**config.mk**
```make
export PLATFORM = sky130hd
export DESIGN_NAME = window_stream_scheduler_flat
export DESIGN_NICKNAME = d
export VERILOG_FILES = /design/src/rtl/window_stream_scheduler_if.sv /design/src/rtl/window_stream_scheduler.sv /design/src/flat_wrapper.sv
export SDC_FILE = /design/constraint.sdc
export NUM_CORES = 1
export LEC_CHECK = 0
export BUFFER_PORTS_ARGS = -buffer_cell sky130_fd_sc_hd__buf_2
export CAP_MARGIN = 40
export CORE_MARGIN = 1.5
export CORE_UTILIZATION = 30
export DETAILED_ROUTE_END_ITERATION = 8
export PLACE_DENSITY = 0.6
export SLEW_MARGIN = 20
export SYNTH_ARGS = -nofsm -noshare
export SYNTH_HDL_FRONTEND = slang
export SYNTH_SLANG_ARGS = --single-unit
```
**constraint.sdc**
```tcl
create_clock -name clk -period 6.45 [get_ports clk]
set_input_delay 1.935 -clock clk [delete_from_list [all_inputs] [get_ports clk]]
set_output_delay 1.935 -clock clk [all_outputs]
set_load 0.005 [all_outputs]
```
**src/rtl/window_stream_scheduler_if.sv**
```systemverilog
// Pixel stream, line-buffer strobe and window-read signal bundle for window_stream_scheduler.
// master = scheduler side, slave = pixel source / window generator side.
interface window_stream_scheduler_if #(
    parameter int NUM_LB = 7
);
    logic [7:0]        s_pixel;
    logic              s_valid;
    logic              s_ready;
    logic [7:0]        lb_pixel;
    logic [NUM_LB-1:0] lb_wr_en;
    logic              lb_rd_en;
    logic [2:0]        lb_rd_base;
    logic              m_ready;
    logic              win_valid;
    logic [8:0]        win_row;
    logic [8:0]        win_col;

    modport master (
        input  s_pixel, s_valid, m_ready,
        output s_ready, lb_pixel, lb_wr_en, lb_rd_en, lb_rd_base,
               win_valid, win_row, win_col
    );

    modport slave (
        output s_pixel, s_valid, m_ready,
        input  s_ready, lb_pixel, lb_wr_en, lb_rd_en, lb_rd_base,
               win_valid, win_row, win_col
    );
endinterface

```
**src/rtl/window_stream_scheduler.sv**
```systemverilog
// Line-buffer write/read scheduler for the rotating-buffer window generator.
// Optional stall-cycle counter enabled by defining WSS_STALL_CNT_EN.
//
// state    | meaning
// ---------+-------------------------------------------------------------
// IDLE     | waiting for start; no pixels accepted
// FILL     | writing the first WIN lines, no reads yet
// STREAM   | writes continue, full-row read bursts issued on m_ready
// FLUSH    | all window rows issued; drop held lines, realign read base
// DONE     | one-cycle frame_done pulse, then back to IDLE
module window_stream_scheduler #(
    parameter int IMG_W  = 512,
    parameter int IMG_H  = 512,
    parameter int WIN    = 6,
    parameter int NUM_LB = 7
) (
    input  logic                      clk,
    input  logic                      reset,
    input  logic                      start_i,
    window_stream_scheduler_if.master bus,
    output logic                      busy_o,
    output logic                      frame_done_o,
    output logic [3:0]                lines_full_o,
    output logic [31:0]               stall_cycles_o
);

    localparam int COL_W = (IMG_W > 1) ? $clog2(IMG_W) : 1;
    localparam int ROW_W = $clog2(IMG_H + 1);

    localparam logic [COL_W-1:0] COL_LAST    = COL_W'(IMG_W - 1);
    localparam logic [ROW_W-1:0] ROW_END     = ROW_W'(IMG_H);
    localparam logic [ROW_W-1:0] RD_ROWS_END = ROW_W'(IMG_H - WIN + 1);
    localparam logic [3:0]       LB_CNT      = 4'(NUM_LB);
    localparam logic [3:0]       WIN_CNT     = 4'(WIN);
    localparam logic [3:0]       FLUSH_STEP  = 4'(WIN - 1);
    localparam logic [2:0]       LB_LAST     = 3'(NUM_LB - 1);

    localparam logic [2:0] S_IDLE   = 3'd0;
    localparam logic [2:0] S_FILL   = 3'd1;
    localparam logic [2:0] S_STREAM = 3'd2;
    localparam logic [2:0] S_FLUSH  = 3'd3;
    localparam logic [2:0] S_DONE   = 3'd4;

    logic [2:0]       state_q,      state_d;
    logic [COL_W-1:0] wr_col_q,     wr_col_d;
    logic [ROW_W-1:0] wr_row_q,     wr_row_d;
    logic [2:0]       wr_line_q,    wr_line_d;
    logic [COL_W-1:0] rd_col_q,     rd_col_d;
    logic [ROW_W-1:0] rd_rows_q,    rd_rows_d;
    logic [2:0]       rd_base_q,    rd_base_d;
    logic [3:0]       lines_full_q, lines_full_d;
    logic             rd_en_q,      rd_en_d;

    logic              wr_phase;
    logic              s_ready;
    logic              accept;
    logic              line_done;
    logic              burst_start;
    logic              burst_last;
    logic [3:0]        base_sum;
    logic [2:0]        base_flush;
    logic [NUM_LB-1:0] wr_en;

    function automatic logic [2:0] lb_inc(input logic [2:0] idx);
        return (idx == LB_LAST) ? 3'd0 : idx + 3'd1;
    endfunction

    always_comb begin
        wr_phase    = (state_q == S_FILL) || (state_q == S_STREAM);
        s_ready     = wr_phase && (wr_row_q < ROW_END) && (lines_full_q < LB_CNT);
        accept      = bus.s_valid && s_ready;
        line_done   = accept && (wr_col_q == COL_LAST);
        burst_start = (state_q == S_STREAM) && !rd_en_q && (lines_full_q >= WIN_CNT)
                      && bus.m_ready && (rd_rows_q < RD_ROWS_END);
        burst_last  = rd_en_q && (rd_col_q == COL_LAST);
        // Next frame's window row 0 must land on the buffer the next write goes to.
        base_sum    = {1'b0, rd_base_q} + FLUSH_STEP;
        base_flush  = (base_sum >= LB_CNT) ? 3'(base_sum - LB_CNT) : base_sum[2:0];
    end

    always_comb begin
        wr_en = '0;
        for (int i = 0; i < NUM_LB; i++) begin
            if (accept && (wr_line_q == 3'(i))) wr_en[i] = 1'b1;
        end
    end

    always_comb begin
        state_d      = state_q;
        wr_col_d     = wr_col_q;
        wr_row_d     = wr_row_q;
        wr_line_d    = wr_line_q;
        rd_col_d     = rd_col_q;
        rd_rows_d    = rd_rows_q;
        rd_base_d    = rd_base_q;
        lines_full_d = lines_full_q;
        rd_en_d      = rd_en_q;

        case (state_q)
            S_IDLE: begin
                if (start_i) begin
                    state_d      = S_FILL;
                    wr_col_d     = '0;
                    wr_row_d     = '0;
                    rd_col_d     = '0;
                    rd_rows_d    = '0;
                    lines_full_d = '0;
                end
            end
            S_FILL: begin
                if (lines_full_q >= WIN_CNT) state_d = S_STREAM;
            end
            S_STREAM: begin
                if (rd_rows_q == RD_ROWS_END) state_d = S_FLUSH;
            end
            S_FLUSH: begin
                state_d      = S_DONE;
                lines_full_d = '0;
                rd_base_d    = base_flush;
            end
            S_DONE: begin
                state_d = S_IDLE;
            end
            default: begin
                state_d = S_IDLE;
            end
        endcase

        if (accept) begin
            if (wr_col_q == COL_LAST) begin
                wr_col_d  = '0;
                wr_row_d  = wr_row_q + ROW_W'(1);
                wr_line_d = lb_inc(wr_line_q);
            end else begin
                wr_col_d = wr_col_q + COL_W'(1);
            end
        end

        if (burst_start) begin
            rd_en_d  = 1'b1;
            rd_col_d = '0;
        end else if (rd_en_q) begin
            if (burst_last) begin
                rd_en_d   = 1'b0;
                rd_col_d  = '0;
                rd_rows_d = rd_rows_q + ROW_W'(1);
                rd_base_d = lb_inc(rd_base_q);
            end else begin
                rd_col_d = rd_col_q + COL_W'(1);
            end
        end

        // A line completing on the same edge a burst releases one nets to zero.
        if (line_done && !burst_last) begin
            lines_full_d = lines_full_q + 4'd1;
        end else if (!line_done && burst_last) begin
            lines_full_d = lines_full_q - 4'd1;
        end
    end

    always_ff @(posedge clk or negedge reset) begin
        if (!reset) begin
            state_q      <= S_IDLE;
            wr_col_q     <= '0;
            wr_row_q     <= '0;
            wr_line_q    <= '0;
            rd_col_q     <= '0;
            rd_rows_q    <= '0;
            rd_base_q    <= '0;
            lines_full_q <= '0;
            rd_en_q      <= 1'b0;
        end else begin
            state_q      <= state_d;
            wr_col_q     <= wr_col_d;
            wr_row_q     <= wr_row_d;
            wr_line_q    <= wr_line_d;
            rd_col_q     <= rd_col_d;
            rd_rows_q    <= rd_rows_d;
            rd_base_q    <= rd_base_d;
            lines_full_q <= lines_full_d;
            rd_en_q      <= rd_en_d;
        end
    end

`ifdef WSS_STALL_CNT_EN
    logic [31:0] stall_q;

    always_ff @(posedge clk or negedge reset) begin
        if (!reset) begin
            stall_q <= '0;
        end else if ((state_q == S_IDLE) && start_i) begin
            stall_q <= '0;
        end else if ((state_q != S_IDLE) && bus.s_valid && !s_ready && (stall_q != '1)) begin
            stall_q <= stall_q + 32'd1;
        end
    end

    assign stall_cycles_o = stall_q;
`else
    assign stall_cycles_o = '0;
`endif

    assign bus.s_ready    = s_ready;
    assign bus.lb_pixel   = bus.s_pixel;
    assign bus.lb_wr_en   = wr_en;
    assign bus.lb_rd_en   = rd_en_q;
    assign bus.win_valid  = rd_en_q;
    assign bus.lb_rd_base = rd_base_q;
    assign bus.win_row    = 9'(rd_rows_q);
    assign bus.win_col    = 9'(rd_col_q);
    assign busy_o         = (state_q != S_IDLE);
    assign frame_done_o   = (state_q == S_DONE);
    assign lines_full_o   = lines_full_q;

endmodule

```
**src/flat_wrapper.sv**
```systemverilog
// flat-port wrapper written by rule: the top's interface ports become plain ports
module window_stream_scheduler_flat 
#(
    parameter int IMG_W  = 512,
    parameter int IMG_H  = 512,
    parameter int WIN    = 6,
    parameter int NUM_LB = 7
)
  (clk, reset, start_i, busy_o, frame_done_o, lines_full_o, stall_cycles_o, bus_s_pixel, bus_s_valid, bus_m_ready, bus_s_ready, bus_lb_pixel, bus_lb_wr_en, bus_lb_rd_en, bus_lb_rd_base, bus_win_valid, bus_win_row, bus_win_col);
  window_stream_scheduler_if #(.NUM_LB(NUM_LB)) bus_i ();
  input  logic clk;
  input  logic reset;
  input  logic start_i;
  output logic busy_o;
  output logic frame_done_o;
  output logic [3:0] lines_full_o;
  output logic [31:0] stall_cycles_o;
  input wire logic [$bits(bus_i.s_pixel)-1:0] bus_s_pixel;
  input wire logic [$bits(bus_i.s_valid)-1:0] bus_s_valid;
  input wire logic [$bits(bus_i.m_ready)-1:0] bus_m_ready;
  output wire logic [$bits(bus_i.s_ready)-1:0] bus_s_ready;
  output wire logic [$bits(bus_i.lb_pixel)-1:0] bus_lb_pixel;
  output wire logic [$bits(bus_i.lb_wr_en)-1:0] bus_lb_wr_en;
  output wire logic [$bits(bus_i.lb_rd_en)-1:0] bus_lb_rd_en;
  output wire logic [$bits(bus_i.lb_rd_base)-1:0] bus_lb_rd_base;
  output wire logic [$bits(bus_i.win_valid)-1:0] bus_win_valid;
  output wire logic [$bits(bus_i.win_row)-1:0] bus_win_row;
  output wire logic [$bits(bus_i.win_col)-1:0] bus_win_col;
  assign bus_i.s_pixel = bus_s_pixel;
  assign bus_i.s_valid = bus_s_valid;
  assign bus_i.m_ready = bus_m_ready;
  assign bus_s_ready = bus_i.s_ready;
  assign bus_lb_pixel = bus_i.lb_pixel;
  assign bus_lb_wr_en = bus_i.lb_wr_en;
  assign bus_lb_rd_en = bus_i.lb_rd_en;
  assign bus_lb_rd_base = bus_i.lb_rd_base;
  assign bus_win_valid = bus_i.win_valid;
  assign bus_win_row = bus_i.win_row;
  assign bus_win_col = bus_i.win_col;
  window_stream_scheduler #(.IMG_W(IMG_W), .IMG_H(IMG_H), .WIN(WIN), .NUM_LB(NUM_LB)) u_core (.clk(clk), .reset(reset), .start_i(start_i), .bus(bus_i), .busy_o(busy_o), .frame_done_o(frame_done_o), .lines_full_o(lines_full_o), .stall_cycles_o(stall_cycles_o));
endmodule
```
==> metrics.txt, run 1 <==
DP Worst Slack=1520 ps; Final Hold Fails=0; Setup Skew=a little over 5 ps; overall power=0.680 mW; Yosys warning count=0; Synth Flop Type=dfrtp_1; Worst Hold End=u_core.wr_row_q[6]$_DFF_PN0_; Syn Inst Count=403; total vias in the final route=2822; die area=0.0124 mm²; DRT Wirelength=7.51 mm; gr usage total=12.0%; pin count of the biggest net entering global routing=53; clk sinks=52; clk_lat worst skew=approximately 290 ps; hold path depth=1; Initial Util=~31%; first-pass GRT wire length=12.4 mm; CP Class=input pin to primary output; final worst-path cycle share=~76%; CP dominant cell by count=buf_2; layout cells sized above 1=12.9%; Routed Antenna Nets=0; post-CTS sizing=0; Die Width=between 100 and 150 µm; Initial DRC Count=just over 200; RR Startpoint=u_core.wr_col_q[1]$_DFFE_PN0P_; total gr overflow=0; buffer depth of the longest clock path=2; CP Launch Type=input pin; slowest CP cell=nand4_1; I/O pin total=90; syn avg cell area=8.75 µm²; nets@finish=~450; largest family of logic cells by synthesized area=simple AND/OR/NAND/NOR gates; Yosys reg bits=52; Antenna Cells=0; slew margin rel.=~55%; worst hold path type=register to register; Critical Path Max Stage Delay=450 ps; RR Endpoint=u_core.lines_full_o[3]$_DFFE_PN0P_; Post-Synth Simple-Gate Area=22.0%; vias per cell=approximately 5; CP endpoint kind=primary output; CP top delay family=simple AND/OR/NAND/NOR gates; dpl hpwl=5.35 mm; vias in the first global route=2652; Sequential Area=0.00130 mm²; initial antenna violation count=0; H-tree Lvls=2; clk slew on worst S/H paths=roughly 60 ps; Worst EP arrival=3000 ps; post-synth cell types=52; IO buf count=approximately 40; max-slew violations=0; DRT Pass-1 Iters=4; RSZ-0062 raised after global routing=no; post-CTS setup buffer count=0; critical path buffer and inverter count=2; CTS buffer count=5; DRC violations left=0; commonest non-fill, non-tap cell in the layout=dfrtp_1; CP cell instances=buf_2 > nand4_1 > nor4_1 > buf_2; row count=39; # fillers=1202; # hold bufs at CTS=0; Final GP Congestion=0.823; routed wire length per instance=13.4 µm; P_leak=between 1.5 and 2 nW; mapped cell area=0.00353 mm²; Adder-Cell Fraction of Synth Area=6.03%; Area Overhead vs Synth=6.07%; footprint of the multi-input gates=between 0.0015 and 0.002 mm²; mux share of post-synthesis cell area=2.59%; hold path startpoint=u_core.wr_row_q[6]$_DFF_PN0_; r2r worst-path depth=12; compound-gate portion of the synthesized area=~16%; CTS tree=yes; max-cap viol count=0; status=finished clean; Post-synth EDFFs=0; Tmin final=4930 ps; worst reg2reg setup slack=2550 ps; slack of the critical path=1520 ps; Worst Tran Pin Value=676 ps; # setup viols final=0; PD cells=182 mW/mm²; Worst Path Max Fanout=15; XOR/XNOR share of the synthesized area=1.70%; Highest Clock Rate=between 0.2 and 0.25 GHz; peak supply drop=88.1 µV; register area share after synthesis=36.9%; Die Height=111 µm; clk root buf=clkbuf_16; most frequent cells in the layout=dfrtp_1, buf_2, o21ai_0; post-route setup TNS=0 ps; WP data required=4510 ps; Core ar.=0.0114 mm²; Post-synth ARST share=100%
==> synthesized netlist by cell type, types with 7 or more instances <==
library cell   n  area (µm²)
mux2i_1        8        80.1
a21oi_1       11        55.1
and3_1         8        50.1
o21ai_0       33         165
nand3_1       25         125
nand4_1        9        56.3
or3_1          7        43.8
nor3_1         8        40.0
nor2_1        20        75.1
inv_1         18        67.6
buf_4         51         383
ha_1          17         213
a31oi_1        7        43.8
nand2_1       32         120
dfrtp_1       52        1300
clkbuf_1       8        30.0
==> stage by stage <==
stage	hold slack (ps)	util, %	area (µm²)	std cells
after global placement	460	31.5	3590	554
final	477	32.8	3740	562
after detailed placement	476	31.5	3590	554
after global routing	509	32.8	3740	562
after CTS	484	32.8	3740	562
after floorplan	441	-	3640	434
==> worst max-delay path by stage <==
stage                      startpoint               to  slack [ps]  depth (start not counted)
final                     bus_s_valid  bus_lb_wr_en[0]        1520                          4
after global placement    bus_s_valid  bus_lb_wr_en[1]        1570                          4
after CTS                 bus_s_valid  bus_lb_wr_en[4]        1510                          4
after floorplan           bus_s_valid  bus_lb_wr_en[0]        1970                          3
after detailed placement  bus_s_valid  bus_lb_wr_en[0]        1520                          4
after global routing      bus_s_valid  bus_lb_wr_en[4]        1410                          4
==> per-layer routing <==
layer  part of all wire [%]  GRT usage [%]
met3                    6.0           3.05
met2                     48           19.6
met4                    2.3           5.23
met1                     44           15.1
met5                      0              0
==> worst register-to-register path: cells and delay by family, from the launching register on <==
kind                       cells  cell delay, ps
muxes                          1              80
adders and majority gates      3            1070
AOI/OAI and AO/OA              2             460
buffers and inverters          1             280
DFF                            1             430
and+or+nand+nor                5            1460
==> power breakdown <==
group | internal, mW | switching, mW
clock network | 0.155 | 0.113
registers | 0.340 | 0.0200
logic | 0.0221 | 0.0301
total | 0.517 | 0.164
==> cell type report <==
| class | instances | share of cell area [%] |
|---|---|---|
| Sequential cell | 52 | 34.8 |
| Multi-Input combinational cell | 299 | 49.0 |
| Inverter | 18 | 1.81 |
| Timing Repair Buffer | 42 | 5.69 |
| Clock buffer | 8 | 3.91 |
| Tap cell | 143 | 4.78 |
==> state kept, by name, indices dropped and copies added, names as in the netlist <==
register and flops:
u_core.rd_rows_q 10, u_core.wr_row_q 10, u_core.bus.win_col 9, u_core.wr_col_q 9, u_core.lines_full_o 4, u_core.bus.lb_rd_base 3, u_core.state_q 3, u_core.wr_line_q 3
u_core.bus.lb_rd_en 1
==> logic make-up (layout without fill, tap and decap cells) <==
group | Yosys count | in the layout
AOI/OAI and AO/OA | 90 | 90
muxes | 9 | 9
buffers and inverters | 83 | 68
DFF | 52 | 52
other | 1 | 32
adders and majority gates | 17 | 17
xor gates and xnor gates | 6 | 6
and+or+nand+nor | 145 | 145
Power figures use the tool's default switching activity.
==> run 2, diff against run 1 <==
- PLACE_DENSITY: 0.6 -> 0.62
- clock period: 6.45 -> 4.01 ns (I/O delays scaled with it)
==> metrics.txt, run 2 (same netlist as run 1, synthesis figures left out) <==
# setup viols final=0 (unchanged); critical path buffer and inverter count=1 (-1); final worst-path cycle share=between 80% and 90%; Final Hold Fails=0 (unchanged); CP Launch Type=register; Die Width=111 µm (unchanged); Regs by FF count=u_core.rd_rows_q x10, u_core.wr_row_q x10; Net Sw Power=0.276 mW (+69%); Setup Skew=6.91 ps (+1.82 ps); post-CTS setup buffer count=0 (unchanged); Switching Share=24.9% (+0.89 points); status=finished clean; total gr overflow=0 (unchanged); layout cells sized above 1=13.9% (+1.1 points); Worst Path Max Fanout=9 (-6); WP data required=2810 ps (-1700 ps); DRC violations left=0 (unchanged); pin count of the biggest net entering global routing=29 (-45%); footprint of the multi-input gates=0.00183 mm² (unchanged); clk_lat worst skew=290 ps (about the same); # hold bufs at CTS=0 (unchanged); Logic pwr share=7.5% (-0.2 points); DRT Pass-1 Iters=4 (unchanged); post-route setup TNS=0 ps (unchanged); Critical Path Max Stage Delay=470 ps (+20 ps); Seq pwr share=52.1% (-0.8 points); overall power=1.11 mW (+63%); row count=39 (unchanged); Highest Clock Rate=0.296 GHz; Core ar.=0.0114 mm² (unchanged); RSZ-0062 raised after global routing=no; worst hold path type=register to register; IO buf count=41 (unchanged); initial antenna violation count=0 (unchanged); max-slew violations=0 (unchanged); CP top delay family=simple AND/OR/NAND/NOR gates; Antenna Cells=0 (unchanged); Initial DRC Count=170 (-17%); CTS buffer count=5 (unchanged); clk slew on worst S/H paths=70 ps (about the same); most frequent cells in the layout=dfrtp_1, buf_2, o21ai_0; Area Overhead vs Synth=7.03%; gr usage total=12.8% (+0.83 points); clk root buf=clkbuf_16; DRT Wirelength=7.74 mm (+3.2%); Final GP Congestion=0.822 (-0.13%); I/O pin total=90 (unchanged); Routed Antenna Nets=0 (unchanged); first-pass GRT wire length=13.3 mm (+7.3%); clk sinks=52 (unchanged); CTS tree=yes; commonest non-fill, non-tap cell in the layout=dfrtp_1; dpl hpwl=5.63 mm (+5.3%); die area=0.0124 mm² (unchanged); total vias in the final route=2831 (+0.32%); slew margin rel.=61.0% (+6.1 points); clock network power share=40.4% (+0.9 points); nets@finish=452 (+0.89%); Initial Util=30.9% (unchanged); vias per cell=5.00 (-0.39%); peak supply drop=143 µV (+63%); P_int=0.831 mW (+61%); # fillers=1220 (+1.5%); slowest CP cell=dfrtp_1; Sequential Area=0.00130 mm² (unchanged); post-CTS sizing=0 (unchanged); Die Height=111 µm (unchanged); PD cells=293 mW/mm² (+61%); max-cap viol count=0 (unchanged); buffer depth of the longest clock path=2 (unchanged); Worst Tran Pin Value=585 ps (-90.3 ps); Tmin final=approximately 3400 ps; P_leak=1.68 nW (+1.1%); routed wire length per instance=13.7 µm (+2.4%); CP cell instances=ha_1 > a21oi_1 > and4_1 > and3_1 > buf_2; H-tree Lvls=2 (unchanged); CP endpoint kind=primary output; Worst EP arrival=2180 ps (-820 ps); vias in the first global route=2726 (+2.8%); CP Class=register to primary output
[run 2: changes by cell type in the layout (fill, tap and decap cells not counted)]
cell        change
clkbuf_1        -1
clkinvlp_4      +1
buf_4           +4
[run 2: worst paths after layout]
kind / start / endpoint / cells after the start / slack [ps]
worst max-delay path: u_core.lines_full_o[1]$_DFFE_PN0P_ / bus_lb_wr_en[6] / 5 / 630
worst min-delay path: u_core.wr_row_q[6]$_DFF_PN0_ / u_core.wr_row_q[6]$_DFF_PN0_ / 1 / 480
worst max register to register: u_core.wr_col_q[1]$_DFFE_PN0P_ / u_core.lines_full_o[3]$_DFFE_PN0P_ / 12 / 890
worst min register to register: u_core.wr_row_q[6]$_DFF_PN0_ / u_core.wr_row_q[6]$_DFF_PN0_ / 1 / 480
max in group asynchronous: reset / u_core.state_q[1]$_DFFE_PN0P_ / 2 / 2320
min in group asynchronous: reset / u_core.wr_row_q[3]$_DFF_PN0_ / 1 / 910
[run 2: worst register-to-register path, stage by stage (launching register included)]
cell and delay (ps):
dfrtp_1 420, ha_1 220, nand3_1 170, nor3_1 280, ha_1 200, nor4bb_1 330, nand3_1 150, inv_1 140
ha_1 330, nand2b_1 200, mux2i_1 90, a22o_1 250, a22o_1 220
[run 2: stage by stage]
stage	instance area (µm²)	instances	hold slack [ps]	setup WS (ps)	util [%]
after floorplan	3640	434	441	937	-
after global placement	3620	558	460	863	31.7
after detailed placement	3620	558	471	822	31.7
after CTS	3770	566	483	634	33.0
after global routing	3770	566	521	486	33.0
final	3770	566	483	629	33.0
[run 2: cell type report]
class / instances / share of cell area (%)
Clock buffer: 7 / 3.78
Tap cell: 143 / 4.74
Sequential cell: 52 / 34.5
Clock inverter: 1 / 0.199
Timing Repair Buffer: 46 / 6.43
Multi-Input combinational cell: 299 / 48.6
Inverter: 18 / 1.79
[run 2: per-layer routing]
layer | global-route usage, % | routed length, µm
met1 | 16.4 | 3540
met2 | 21.6 | 3710
met3 | 2.89 | 379
met4 | 4.39 | 121
met5 | 0 | 0
[run 2: power groups by stage]
stage,logic [mW],clock network [mW],registers [mW]
6_report,0.0834,0.448,0.576
5_1_grt,0.0966,0.475,0.582
4_1_cts,0.0850,0.459,0.576
3_5_place_dp,0.0849,0,0.586
3_3_place_gp,0.0818,0,0.585
2_1_floorplan,0.0878,0,0.579
